### config.mk
export PLATFORM = sky130hd
export DESIGN_NAME = wb_arbiter
export DESIGN_NICKNAME = d
export VERILOG_FILES = /design/src/rtl/wb_arbiter.sv
export SDC_FILE = /design/constraint.sdc
export NUM_CORES = 1
export LEC_CHECK = 0
export CAP_MARGIN = 20
export CORE_ASPECT_RATIO = 0.8
export CORE_MARGIN = 2
export CORE_UTILIZATION = 51
export CTS_BUF_LIST = sky130_fd_sc_hd__clkbuf_8
export DETAILED_ROUTE_END_ITERATION = 7
export HOLD_SLACK_MARGIN = 0.1
export PLACE_DENSITY = 0.88
export SKIP_LAST_GASP = 1
export SLEW_MARGIN = 20
export SYNTH_ARGS = -nofsm -noshare
export SYNTH_HDL_FRONTEND = slang
export SYNTH_SLANG_ARGS = --single-unit
### constraint.sdc
create_clock -name i_clk -period 3.3 [get_ports i_clk]
set_clock_uncertainty 0.1 [all_clocks]
set_input_delay 0.33 -clock i_clk [delete_from_list [all_inputs] [get_ports i_clk]]
set_output_delay 0.33 -clock i_clk [all_outputs]
set_load 0.01 [all_outputs]
### src/rtl/wb_arbiter.sv
// Writeback arbiter: per-source result FIFOs drained round-robin onto one registered
// register-file write port. Define WB_ARB_PERF_EN to add conflict/full performance counters.
module wb_arbiter #(
  parameter int unsigned NUM_SRC    = 4,
  parameter int unsigned FIFO_DEPTH = 2
) (
  input  logic                       i_clk,
  input  logic                       i_rst,
  input  logic                       i_stall,
  input  logic [NUM_SRC-1:0]         i_valid,
  input  logic [NUM_SRC-1:0]         i_wren,
  input  logic [NUM_SRC-1:0]         i_rd_is_int,
  input  logic [NUM_SRC*5-1:0]       i_rd_addr,
  input  logic [NUM_SRC*32-1:0]      i_rd_data,
  output logic [NUM_SRC-1:0]         o_src_stall,
  output logic                       o_valid,
  output logic                       o_wren,
  output logic                       o_rd_is_int,
  output logic [4:0]                 o_rd_addr,
  output logic [31:0]                o_rd_data,
  output logic [$clog2(NUM_SRC)-1:0] o_src_id
`ifdef WB_ARB_PERF_EN
  ,
  output logic [31:0]                o_conflict_cnt,
  output logic [31:0]                o_full_cnt
`endif
);

  localparam int unsigned SRC_W = $clog2(NUM_SRC);
  localparam int unsigned PTR_W = $clog2(FIFO_DEPTH);
  localparam int unsigned CNT_W = $clog2(FIFO_DEPTH + 1);
  localparam logic [CNT_W-1:0] FULL_CNT = CNT_W'(FIFO_DEPTH);
  localparam logic [SRC_W-1:0] LAST_SRC = SRC_W'(NUM_SRC - 1);

  typedef struct packed {
    logic        is_int;
    logic        wren;
    logic [4:0]  addr;
    logic [31:0] data;
  } entry_t;

  entry_t           mem_q    [NUM_SRC][FIFO_DEPTH];
  logic [PTR_W-1:0] wr_ptr_q [NUM_SRC];
  logic [PTR_W-1:0] rd_ptr_q [NUM_SRC];
  logic [CNT_W-1:0] cnt_q    [NUM_SRC];
  logic [SRC_W-1:0] rr_q;

  logic [NUM_SRC-1:0] full;
  logic [NUM_SRC-1:0] nonempty;
  logic [NUM_SRC-1:0] push;
  logic [NUM_SRC-1:0] pop;
  logic               gnt_valid;
  logic [SRC_W-1:0]   gnt_idx;
  int unsigned        cand;
  entry_t             head;

  // Full/empty come from registered counts only, so a full FIFO never takes a push
  // even when it is popped in the same cycle.
  always_comb begin
    full     = '0;
    nonempty = '0;
    push     = '0;
    for (int unsigned s = 0; s < NUM_SRC; s++) begin
      full[s]     = (cnt_q[s] == FULL_CNT);
      nonempty[s] = (cnt_q[s] != '0);
      push[s]     = i_valid[s] && !full[s];
    end
  end

  assign o_src_stall = full;

  always_comb begin
    gnt_valid = 1'b0;
    gnt_idx   = '0;
    cand      = 0;
    for (int unsigned i = 0; i < NUM_SRC; i++) begin
      cand = 32'(rr_q) + i;
      if (cand >= NUM_SRC) cand = cand - NUM_SRC;
      if (!gnt_valid && nonempty[SRC_W'(cand)]) begin
        gnt_valid = 1'b1;
        gnt_idx   = SRC_W'(cand);
      end
    end
  end

  always_comb begin
    pop = '0;
    if (!i_stall && gnt_valid) pop[gnt_idx] = 1'b1;
  end

  assign head = mem_q[gnt_idx][rd_ptr_q[gnt_idx]];

  // Storage needs no reset; validity is tracked entirely by the counts.
  always_ff @(posedge i_clk) begin
    for (int unsigned s = 0; s < NUM_SRC; s++) begin
      if (push[s]) begin
        mem_q[s][wr_ptr_q[s]] <= '{is_int: i_rd_is_int[s], wren: i_wren[s],
                                   addr: i_rd_addr[5*s +: 5], data: i_rd_data[32*s +: 32]};
      end
    end
  end

  always_ff @(posedge i_clk) begin
    if (i_rst) begin
      for (int unsigned s = 0; s < NUM_SRC; s++) begin
        wr_ptr_q[s] <= '0;
        rd_ptr_q[s] <= '0;
        cnt_q[s]    <= '0;
      end
    end else begin
      for (int unsigned s = 0; s < NUM_SRC; s++) begin
        if (push[s]) wr_ptr_q[s] <= wr_ptr_q[s] + 1'b1;
        if (pop[s])  rd_ptr_q[s] <= rd_ptr_q[s] + 1'b1;
        case ({push[s], pop[s]})
          2'b10:   cnt_q[s] <= cnt_q[s] + 1'b1;
          2'b01:   cnt_q[s] <= cnt_q[s] - 1'b1;
          default: cnt_q[s] <= cnt_q[s];
        endcase
      end
    end
  end

  always_ff @(posedge i_clk) begin
    if (i_rst) begin
      rr_q        <= '0;
      o_valid     <= 1'b0;
      o_wren      <= 1'b0;
      o_rd_is_int <= 1'b0;
      o_rd_addr   <= '0;
      o_rd_data   <= '0;
      o_src_id    <= '0;
    end else if (!i_stall) begin
      if (gnt_valid) begin
        rr_q        <= (gnt_idx == LAST_SRC) ? '0 : gnt_idx + 1'b1;
        o_valid     <= 1'b1;
        // Integer x0 is hardwired zero; FP f0 is a real register.
        o_wren      <= head.wren & ~(head.is_int & (head.addr == 5'd0));
        o_rd_is_int <= head.is_int;
        o_rd_addr   <= head.addr;
        o_rd_data   <= head.data;
        o_src_id    <= gnt_idx;
      end else begin
        o_valid <= 1'b0;
        o_wren  <= 1'b0;
      end
    end
  end

`ifdef WB_ARB_PERF_EN
  logic multi_pending;
  assign multi_pending = (nonempty & (nonempty - NUM_SRC'(1))) != '0;

  always_ff @(posedge i_clk) begin
    if (i_rst) begin
      o_conflict_cnt <= '0;
      o_full_cnt     <= '0;
    end else begin
      if (!i_stall && multi_pending && (o_conflict_cnt != '1)) begin
        o_conflict_cnt <= o_conflict_cnt + 1'b1;
      end
      if ((|full) && (o_full_cnt != '1)) o_full_cnt <= o_full_cnt + 1'b1;
    end
  end
`endif

endmodule

# After elaboration in Yosys (flattened, before gate mapping)
# Memories as Yosys holds them, arrays and structs flattened.
# Index checks and enable logic that the tools add are counted.
# word_totals
ff_bits,44
ramBits,328
input_bits,163
out_inout_bits,46
wordCells,250
mem_count,4
# memory_table
memory,words,word_bits,rd,rd_ports_with_merged_regs,write_ports,line,text
mem_q,4,78,1,0,4,42,entry_t mem_q [NUM_SRC][FIFO_DEPTH];
cnt_q,4,2,4,0,4,45,logic [CNT_W-1:0] cnt_q [NUM_SRC];
rd_ptr_q,4,1,5,0,4,44,logic [PTR_W-1:0] rd_ptr_q [NUM_SRC];
wr_ptr_q,4,1,4,0,4,43,logic [PTR_W-1:0] wr_ptr_q [NUM_SRC];
# classes
addsub,24
n_lt_le_gt_ge,19
n_eq_ne,13
n_mux,123
n_bitwise,29
reduce_logical,31
# op_table
operator,count
$mux W78,4
$mux W39,7
$demux W39 S1,4
$mux W1,81
$mux W2,21
$or A1 B1 Y1,20
$eq A2 B2 Y1 const B,9
$sub A2 B1 Y2 const B,8
$lt A2 B3 Y1 const B,5
$logic_and A1 B1 Y1,13
$add A2 B1 Y2 const B,5
$ge A2 B2 Y1 const B,5
$not A1 Y2,5
$ge A3 B3 Y1 const B,3
$add A1 B1 Y1 const B,8
$bmux W1 S2,4
$eq A2 B1 Y1 const B,4
$logic_not A1 Y1,8
$lt A2 B1 Y1 const B,4
$reduce_bool A2 Y1,4
$reduce_or A2 Y1,4
$add A2 B2 Y3 const B,2
$logic_not A5 Y1,1
$mux W4,1
7 further kinds,9

# Depth between registers and ports, before layout
# Gate-level depths: netlist of the first run.
# logic_depth
depth_word,26
ltp_mapped,17

# Worst setup path after synthesis of the first run
# No wires, ideal clock.
# synth_path
kind,register to register
start,mem cnt_q[3][0] (netlist name)
end,"mem cnt_q[0][1] (netlist name), data pin"
t_arrival_ps,3037
t_required_ps,2934
path_slack_ps,-103
path_stages_with_launch,17
period_less_slack_ps,3403
cell_sequence,edfxtp_1 -> inv_1 -> ha_1 -> mux4_2 -> a21boi_1 -> a21o_1 -> nand2_2 -> buf_2 -> clkbuf_1 -> buf_2 -> ha_1 -> nand2_1 -> ha_1 -> nor2_1 -> nor3_1 -> a21oi_1 -> nor2_1
# synth_lines
element,line
from (decl),45

==> summary.txt, run 1 <==
Status
  – Status: complete, no violations

Final layout
  – Nets: 1,622
  – Post-route insts no fill: 1,872
  – Share of cells above drive strength 1: 13.7%
  – Layout Area Growth over Synthesis: 28.9%
  – Final Cell Area: 19,400 um2
  – Core Util, Final: 66.5%

Worst setup path
  – Critical path launch point type: flop
  – End point of the critical path: o_rd_addr[3]$_SDFFE_PP0P_
  – Slowest CP cell: edfxtp_1
  – R2r endpoint: o_rd_addr[3]$_SDFFE_PP0P_
  – Critical path class: reg -> reg
  – CP Capture Type: flop
  – Slowest stage delay, CP: 0.48 ns
  – Arrival time worst endpoint: 3.65 ns
  – Worst reg2reg path depth: 10
  – Reg2Reg Setup Slack: 0.04 ns
  – CP required: 3.70 ns
  – CP startpoint: cnt_q[2][1]$_SDFFCE_PN0P_
  – Worst r2r src: cnt_q[2][1]$_SDFFCE_PN0P_
  – Worst path most repeated cell: a211oi_1
  – Maximum fanout along the worst path: 6
  – Crit-path cells: or2_1 -> a211oi_1 -> buf_4 -> o211ai_4 -> a221o_1 -> a22oi_2 -> a21oi_1 -> mux2i_1 -> a311o_1 -> a211oi_1

Clock tree
  – Clock slew at reported path FFs: 0.06 ns
  – Num CTS Buffers: 55
  – Max Root-Sink Buffers: 3
  – CTS Sinks: 372
  – Root buffer cell: clkbuf_8
  – Clock latency on the worst-skew pair: 0.61 ns
  – CTS tree: built
  – Clock H-tree levels: 2

Routing
  – Final wirelength: 42,400 um
  – DRT antenna net count: 0
  – Residual DRC: 0
  – Via-to-Cell Ratio: 5.91
  – Average wire per standard cell: 22.6 um
  – Routed vias: 11,100
  – DR iter-0 viols: 1,077
  – Drt pass-1 iters: 6

STA
  – Setup repair after global routing missed its margin: yes
  – Post-route minimum period: 3.26 ns
  – Max_slew headroom: 35.4%
  – Worst setup margin: 0.0426 ns
  – Slew at the pin closest to its max-slew limit: 0.969 ns
  – Final setup vio count: 0
  – Worst hold margin: 0.199 ns
  – Final period utilization: 98.7%
  – Fin. Hold Viols: 0
  – Setup_tns: 0 ns
  – Slew Viols, Final: 0
  – Achievable Freq: 307 MHz

Placement
  – Post-Place Setup Slack: -0.0955 ns
  – Post-DP Area: 17,900 um2
  – HPWL after DPL: 26,000 um
  – Placed Instances: 1,740
  – Gp weighted congestion: 0.854
  – PortBufs: 208

Pwr
  – Peak supply drop: 734 uV
  – Design Power: 22.0 mW
  – Pwr/cell area: 1130 nW/um2
  – Leak: 7.10 nW

Synthesis
  – Synth Flop Type: edfxtp_1
  – Post-synth EDFFs: 328
  – Synth cell count leaders: edfxtp_1 (328), nand2_1 (302), nand3_1 (70)
  – Area leader, netlist: edfxtp_1
  – Cells after Synth: 1,186
  – Post-synth top area share: 65.4%
  – Post-synthesis async set-or-reset flop share: 0%
  – Synthesized area: 15,100 um2
  – Yosys reg bits: 372
  – Top-count cell post-synth: edfxtp_1
  – Synth area leaders: edfxtp_1 (65%), nand2_1 (7.5%), dfxtp_1 (5.8%)
  – Yosys warning count: 0
  – Sequential area share after synthesis: 71.2%
  – Syn nets: 1,362
  – Unique masters post-synth: 58
  – Syn avg cell area: 12.7 um2

Worst hold path
  – Min-Delay Path Class: in -> reg
  – Hold path start: i_rd_data[34]

GRT
  – Initial antenna violation count: 5
  – Largest net degree at the start of global routing: 57
  – Grt total ovfl: 0
  – Global-route wire length before repair: 59,500 um
  – All-Layer GR Usage: 25.5%
  – Vias in the first global route: 10,800

Floorplanning
  – Die ar.: 30,900 um2
  – Core Region: 29,200 um2
  – IO Pins: 209
  – Row cnt: 56
  – Die height: 158 um
  – Die Width: 196 um
  – Starting Density: 51.6%

Run
  – Max cap viols: 0
[per-layer routing]
| metal | share of wire [%] | GRT usage [%] |
|---|---|---|
| met5 | 0.097 | 0 |
| met4 | 2.3 | 7.54 |
| met3 | 11 | 5.48 |
| met2 | 48 | 43.0 |
| met1 | 39 | 33.6 |
[cell type report]
type	count	area, um2
Antenna cell	2	5.00
Inverter	20	85.1
Timing Repair Buffer	277	2880
Timing Repair inverter	1	5.00
Multi-Input combinational cell	719	4100
Clock inverter	44	323
Tap cell	377	472
Fill cell	1972	9790
Sequential cell	372	10700
Clock buffer	60	826
[cells in the final DEF (no fill, tap or decap), drive strengths merged, types with 3 or more instances in the layout]
master / instances
o211ai: 6
and2: 7
clkinv: 23
dfxtp: 44
xnor2: 3
clkinvlp: 4
edfxtp: 328
mux2: 4
buf: 66
a31oi: 33
o21bai: 4
nor2: 63
o21ai: 3
mux4: 4
nor3: 22
bufinv: 4
inv: 34
a21oi: 9
nand2: 303
clkbuf: 64
mux2i: 14
and3: 36
clkdlybuf4s50: 207
a211oi: 39
nand3: 70
nand4: 12
nand2b: 13
ha: 13
a311oi: 32
[state kept, by name, indices dropped and copies added, names as in the netlist]
| register | flops |
|---|---|
| cnt_q | 8 |
| mem_q | 312 |
| o_rd_addr | 5 |
| o_rd_data | 32 |
| o_rd_is_int | 1 |
| o_src_id | 2 |
| o_valid | 1 |
| o_wren | 1 |
| rd_ptr_q | 4 |
| rr_q | 2 |
| wr_ptr_q | 4 |
[where the power goes]
group	internal, mW	total, mW	switching [mW]
Clock	2.02	3.84	1.82
Sequential	6.06	6.45	0.390
Combinational	4.83	11.7	6.83
Total	12.9	22.0	9.04
[timing repair]
action,in CTS,in global routing
buffers inserted,1,20
gates resized for setup,4,26
gates cloned,0,5
pin swaps,1,4
endpoints found under the setup margin,2,47
hold buffers,0,0
[worst min-delay path by stage]
| stage | slack [ns] | cells after the start | end |
|---|---|---|---|
| 6_report | 0.20 | 1 | mem_q[1][41]$_DFFE_PP_ |
| 5_1_grt | 0.18 | 1 | mem_q[1][2]$_DFFE_PP_ |
| 4_1_cts | 0.17 | 1 | mem_q[0][36]$_DFFE_PP_ |
| 3_5_place_dp | 0.40 | 2 | o_src_id[0]$_SDFFE_PP0P_ |
| 3_3_place_gp | 0.37 | 2 | o_valid$_SDFFE_PP0N_ |
| 2_1_floorplan | 0.33 | 0 | mem_q[0][0]$_DFFE_PP_ |
[worst max-delay path, delay by kind of cell, from the launching register on]
family	cells	cell delay (ns)
simple gates	1	0.31
mux	1	0.16
compound gates	7	1.93
flops	1	0.48
buf+inv	1	0.17
[kinds of logic (layout without fill, tap and decap cells)]
family          Yosys count  after routing  share of synthesized area, %
buf+inv                  95            402                          2.69
mux                      22             22                          1.91
simple gates            532            532                          15.3
other cells               0              2                             0
xor+xnor                  3              3                         0.174
flops                   372            372                          71.2
fa+ha+maj                13             13                          1.08
compound gates          149            149                          7.61
Note: power is estimated with default switching activity, not from simulation.
==> run 2: changes to the inputs <==
--- a/config.mk
+++ b/config.mk
@@ -13,6 +13,7 @@
 export DETAILED_ROUTE_END_ITERATION = 7
 export HOLD_SLACK_MARGIN = 0.1
 export PLACE_DENSITY = 0.88
+export REMOVE_ABC_BUFFERS = 1
 export SKIP_LAST_GASP = 1
 export SLEW_MARGIN = 20
 export SYNTH_ARGS = -nofsm -noshare
==> run 2 against run 1 <==
Effect of this change: worst hold slack worse by 0.0043 ns; fmax is 1.3% higher; combinational power is 3% lower; sequential share of layout area is 0.21 points higher; power is 1.8% lower; final area is 0.39% lower; setup slack better by 0.043 ns.
==> summary.txt, run 2 (synthesis gave the netlist of run 1 again) <==
Routing
  – Residual DRC: 0 (unchanged)
  – DRT antenna net count: 0 (unchanged)
  – Via-to-Cell Ratio: 5.89 (-0.34%)
  – Final wirelength: 41,800 um (-1.4%)
  – Routed vias: 11,000 (-0.55%)
  – Drt pass-1 iters: 6 (unchanged)
  – Average wire per standard cell: 22.4 um (-1.2%)
  – DR iter-0 viols: 1,159 (+7.6%)

Pwr
  – Sequential power share: 29.9% (+0.5 points)
  – Leak: 7.08 nW (-0.22%)
  – Part of the power in combinational logic: 52.3% (-0.8 points)
  – Net load switching power: 8.84 mW (-2.3%)
  – Int Pwr: 12.7 mW (-1.5%)
  – Sw frac: 41.0% (-0.18 points)
  – Peak supply drop: 737 uV (+0.36%)
  – Clk pwr share: 17.8% (+0.3 points)
  – Pwr/cell area: 1110 nW/um2 (-1.4%)

STA
  – Fin. Hold Viols: 0 (unchanged)
  – Slew at the pin closest to its max-slew limit: 0.893 ns (-0.0751 ns)
  – Achievable Freq: 311 MHz (+1.3%)
  – Slew Viols, Final: 0 (unchanged)
  – Final period utilization: 97.4% (-1.3 points)
  – Setup_tns: 0 ns (unchanged)
  – Max_slew headroom: 40.4% (+5.0 points)
  – Setup repair after global routing missed its margin: yes
  – Final setup vio count: 0 (unchanged)
  – Post-route minimum period: 3.21 ns (-0.0430 ns)

Worst setup path
  – Critical path launch point type: flop
  – Worst reg2reg path depth: 10 (unchanged)
  – Slowest CP cell: edfxtp_1
  – CP Capture Type: flop
  – Worst path most repeated cell: a31oi_1
  – Slowest stage delay, CP: 0.48 ns (about the same)
  – Worst r2r src: cnt_q[2][0]$_SDFFCE_PN0P_
  – Critical path class: reg -> reg
  – Reg2Reg Setup Slack: 0.09 ns (+0.04 ns)
  – CP required: 3.72 ns (+0.02 ns)
  – Arrival time worst endpoint: 3.64 ns (about the same)
  – End point of the critical path: o_rd_data[26]$_SDFFE_PP0P_
  – Maximum fanout along the worst path: 34 (+28)
  – R2r endpoint: o_rd_data[26]$_SDFFE_PP0P_
  – CP startpoint: cnt_q[2][0]$_SDFFCE_PN0P_
  – Crit-path cells: or2_4 -> a211o_1 -> a21boi_4 -> a31oi_1 -> a22o_1 -> a21o_4 -> buf_12 -> a311oi_2 -> a31oi_1 -> a211oi_1

GRT
  – Grt total ovfl: 0 (unchanged)
  – Largest net degree at the start of global routing: 72 (+26%)
  – Global-route wire length before repair: 60,200 um (+1.1%)
  – All-Layer GR Usage: 25.9% (+0.45 points)
  – Vias in the first global route: 10,900 (+0.77%)
  – Initial antenna violation count: 4 (-1)

Final layout
  – Final Cell Area: 19,400 um2 (-0.39%)
  – Layout Area Growth over Synthesis: 28.4%
  – Share of cells above drive strength 1: 12.9% (-0.74 points)
  – Nets: 1,616 (-0.37%)
  – Total area of sequential cells: 10,700 um2 (unchanged)
  – Max reg flops: 312 (unchanged)
  – Most common cell after layout, fill and taps aside: edfxtp_1
  – Post-route insts no fill: 1,868 (-0.21%)
  – Area occupied by multi-input gates: 4110 um2 (+0.24%)
  – Commonest cells after routing, fill and taps aside: edfxtp_1 (328), nand2_1 (302), clkdlybuf4s50_1 (207)
  – Fill cells: 2,034 (+3.1%)

Floorplanning
  – IO Pins: 209 (unchanged)
  – Die height: 158 um (unchanged)
  – Core Region: 29,200 um2 (unchanged)
  – Die Width: 196 um (unchanged)
  – Starting Density: 51.6% (unchanged)
  – Die ar.: 30,900 um2 (unchanged)
  – Row cnt: 56 (unchanged)

Clock tree
  – CTS Sinks: 372 (unchanged)
  – Clock latency on the worst-skew pair: 0.61 ns (about the same)
  – Root buffer cell: clkbuf_8
  – Max Root-Sink Buffers: 3 (unchanged)
  – Clock H-tree levels: 2 (unchanged)
  – Num CTS Buffers: 55 (unchanged)
  – Clock slew at reported path FFs: 0.07 ns (about the same)
  – CTS tree: built

Placement
  – Gp weighted congestion: 0.891 (+4.3%)
  – Placed Instances: 1,741 (+0.057%)
  – PortBufs: 208 (unchanged)
  – Post-DP Area: 17,800 um2 (-0.29%)
  – HPWL after DPL: 25,400 um (-2.1%)

Run
  – Max cap viols: 0 (unchanged)

Worst hold path
  – Min-Delay Path Class: in -> reg

Status
  – Status: complete, no violations
-- run 2: cell type report --
type | instances | share of cell area (%)
well taps | 377 | 2.44
multi-input cells | 719 | 21.2
clock inverters | 36 | 1.18
flip-flops and latches | 372 | 55.4
inverters | 20 | 0.427
repair buffers | 272 | 14.4
clock buffers | 67 | 4.76
diodes | 5 | 0.0646
-- run 2: worst max-delay path: cells and delay by family (launching register included) --
| family | cells | cell delay, ns |
|---|---|---|
| compound gates | 8 | 2.00 |
| flops | 1 | 0.48 |
| simple gates | 1 | 0.32 |
| buf+inv | 1 | 0.17 |
-- run 2: per-layer routing --
layer,global-route usage [%],routed length [um]
met5,0,0
met3,5.33,4460
met4,10.7,1260
met1,33.7,15900
met2,43.2,20200
-- run 2: metrics by stage --
| stage | power (mW) | utilization (%) | hold slack (ns) | worst slack [ns] |
|---|---|---|---|---|
| after global routing | 22.7 | 66.2 | 0.177 | -0.0475 |
| after floorplan | 12.0 | - | 0.302 | -3.40 |
| after global placement | 15.8 | 60.9 | 0.370 | 0.138 |
| after CTS | 20.4 | 65.1 | 0.159 | 0.00730 |
| after detailed placement | 16.3 | 60.9 | 0.394 | -0.129 |
| final | 21.5 | 66.2 | 0.194 | 0.0856 |
-- run 2: how the worst min path moves through the flow --
stage                     cells after the start  slack [ns]                        from                    endpoint
after global routing                          1        0.18                i_rd_data[2]       mem_q[0][2]$_DFFE_PP_
final                                         1        0.19               i_rd_data[82]      mem_q[2][18]$_DFFE_PP_
after detailed placement                      2        0.39  o_rd_data[27]$_SDFFE_PP0P_  o_rd_data[27]$_SDFFE_PP0P_
after CTS                                     1        0.16              i_rd_data[122]      mem_q[3][26]$_DFFE_PP_
after global placement                        2        0.37        o_valid$_SDFFE_PP0N_        o_valid$_SDFFE_PP0N_
after floorplan                               1        0.30                       i_rst   o_rd_addr[0]$_SDFFE_PP0P_
-- run 2: repair_timing --
item / 4_1_cts / 5_1_grt
buffers inserted: 1 / 15
gates resized for setup: 4 / 31
setup endpoints to repair: 20 / 53
hold buffers: 0 / 0
cloned: 1 / 3
pin swaps: 1 / 5
-- run 2: power by group through the flow --
stage	clock [mW]	sequential (mW)	combinational [mW]
6_report	3.84	6.44	11.3
5_1_grt	4.07	6.50	12.1
4_1_cts	3.88	6.43	10.0
3_5_place_dp	0	6.51	9.75
3_3_place_gp	0	6.47	9.30
2_1_floorplan	0	6.61	5.40
==> run 3: changes to the inputs <==
--- a/config.mk
+++ b/config.mk
@@ -10,7 +10,9 @@
 export CORE_MARGIN = 2
 export CORE_UTILIZATION = 51
 export CTS_BUF_LIST = sky130_fd_sc_hd__clkbuf_8
+export CTS_CLUSTER_SIZE = 30
 export DETAILED_ROUTE_END_ITERATION = 7
+export GPL_TIMING_DRIVEN = 1
 export HOLD_SLACK_MARGIN = 0.1
 export PLACE_DENSITY = 0.88
 export REMOVE_ABC_BUFFERS = 1
==> results of run 3 <==
Same layout as run 2: the final DEF is identical, and so are final timing and power.
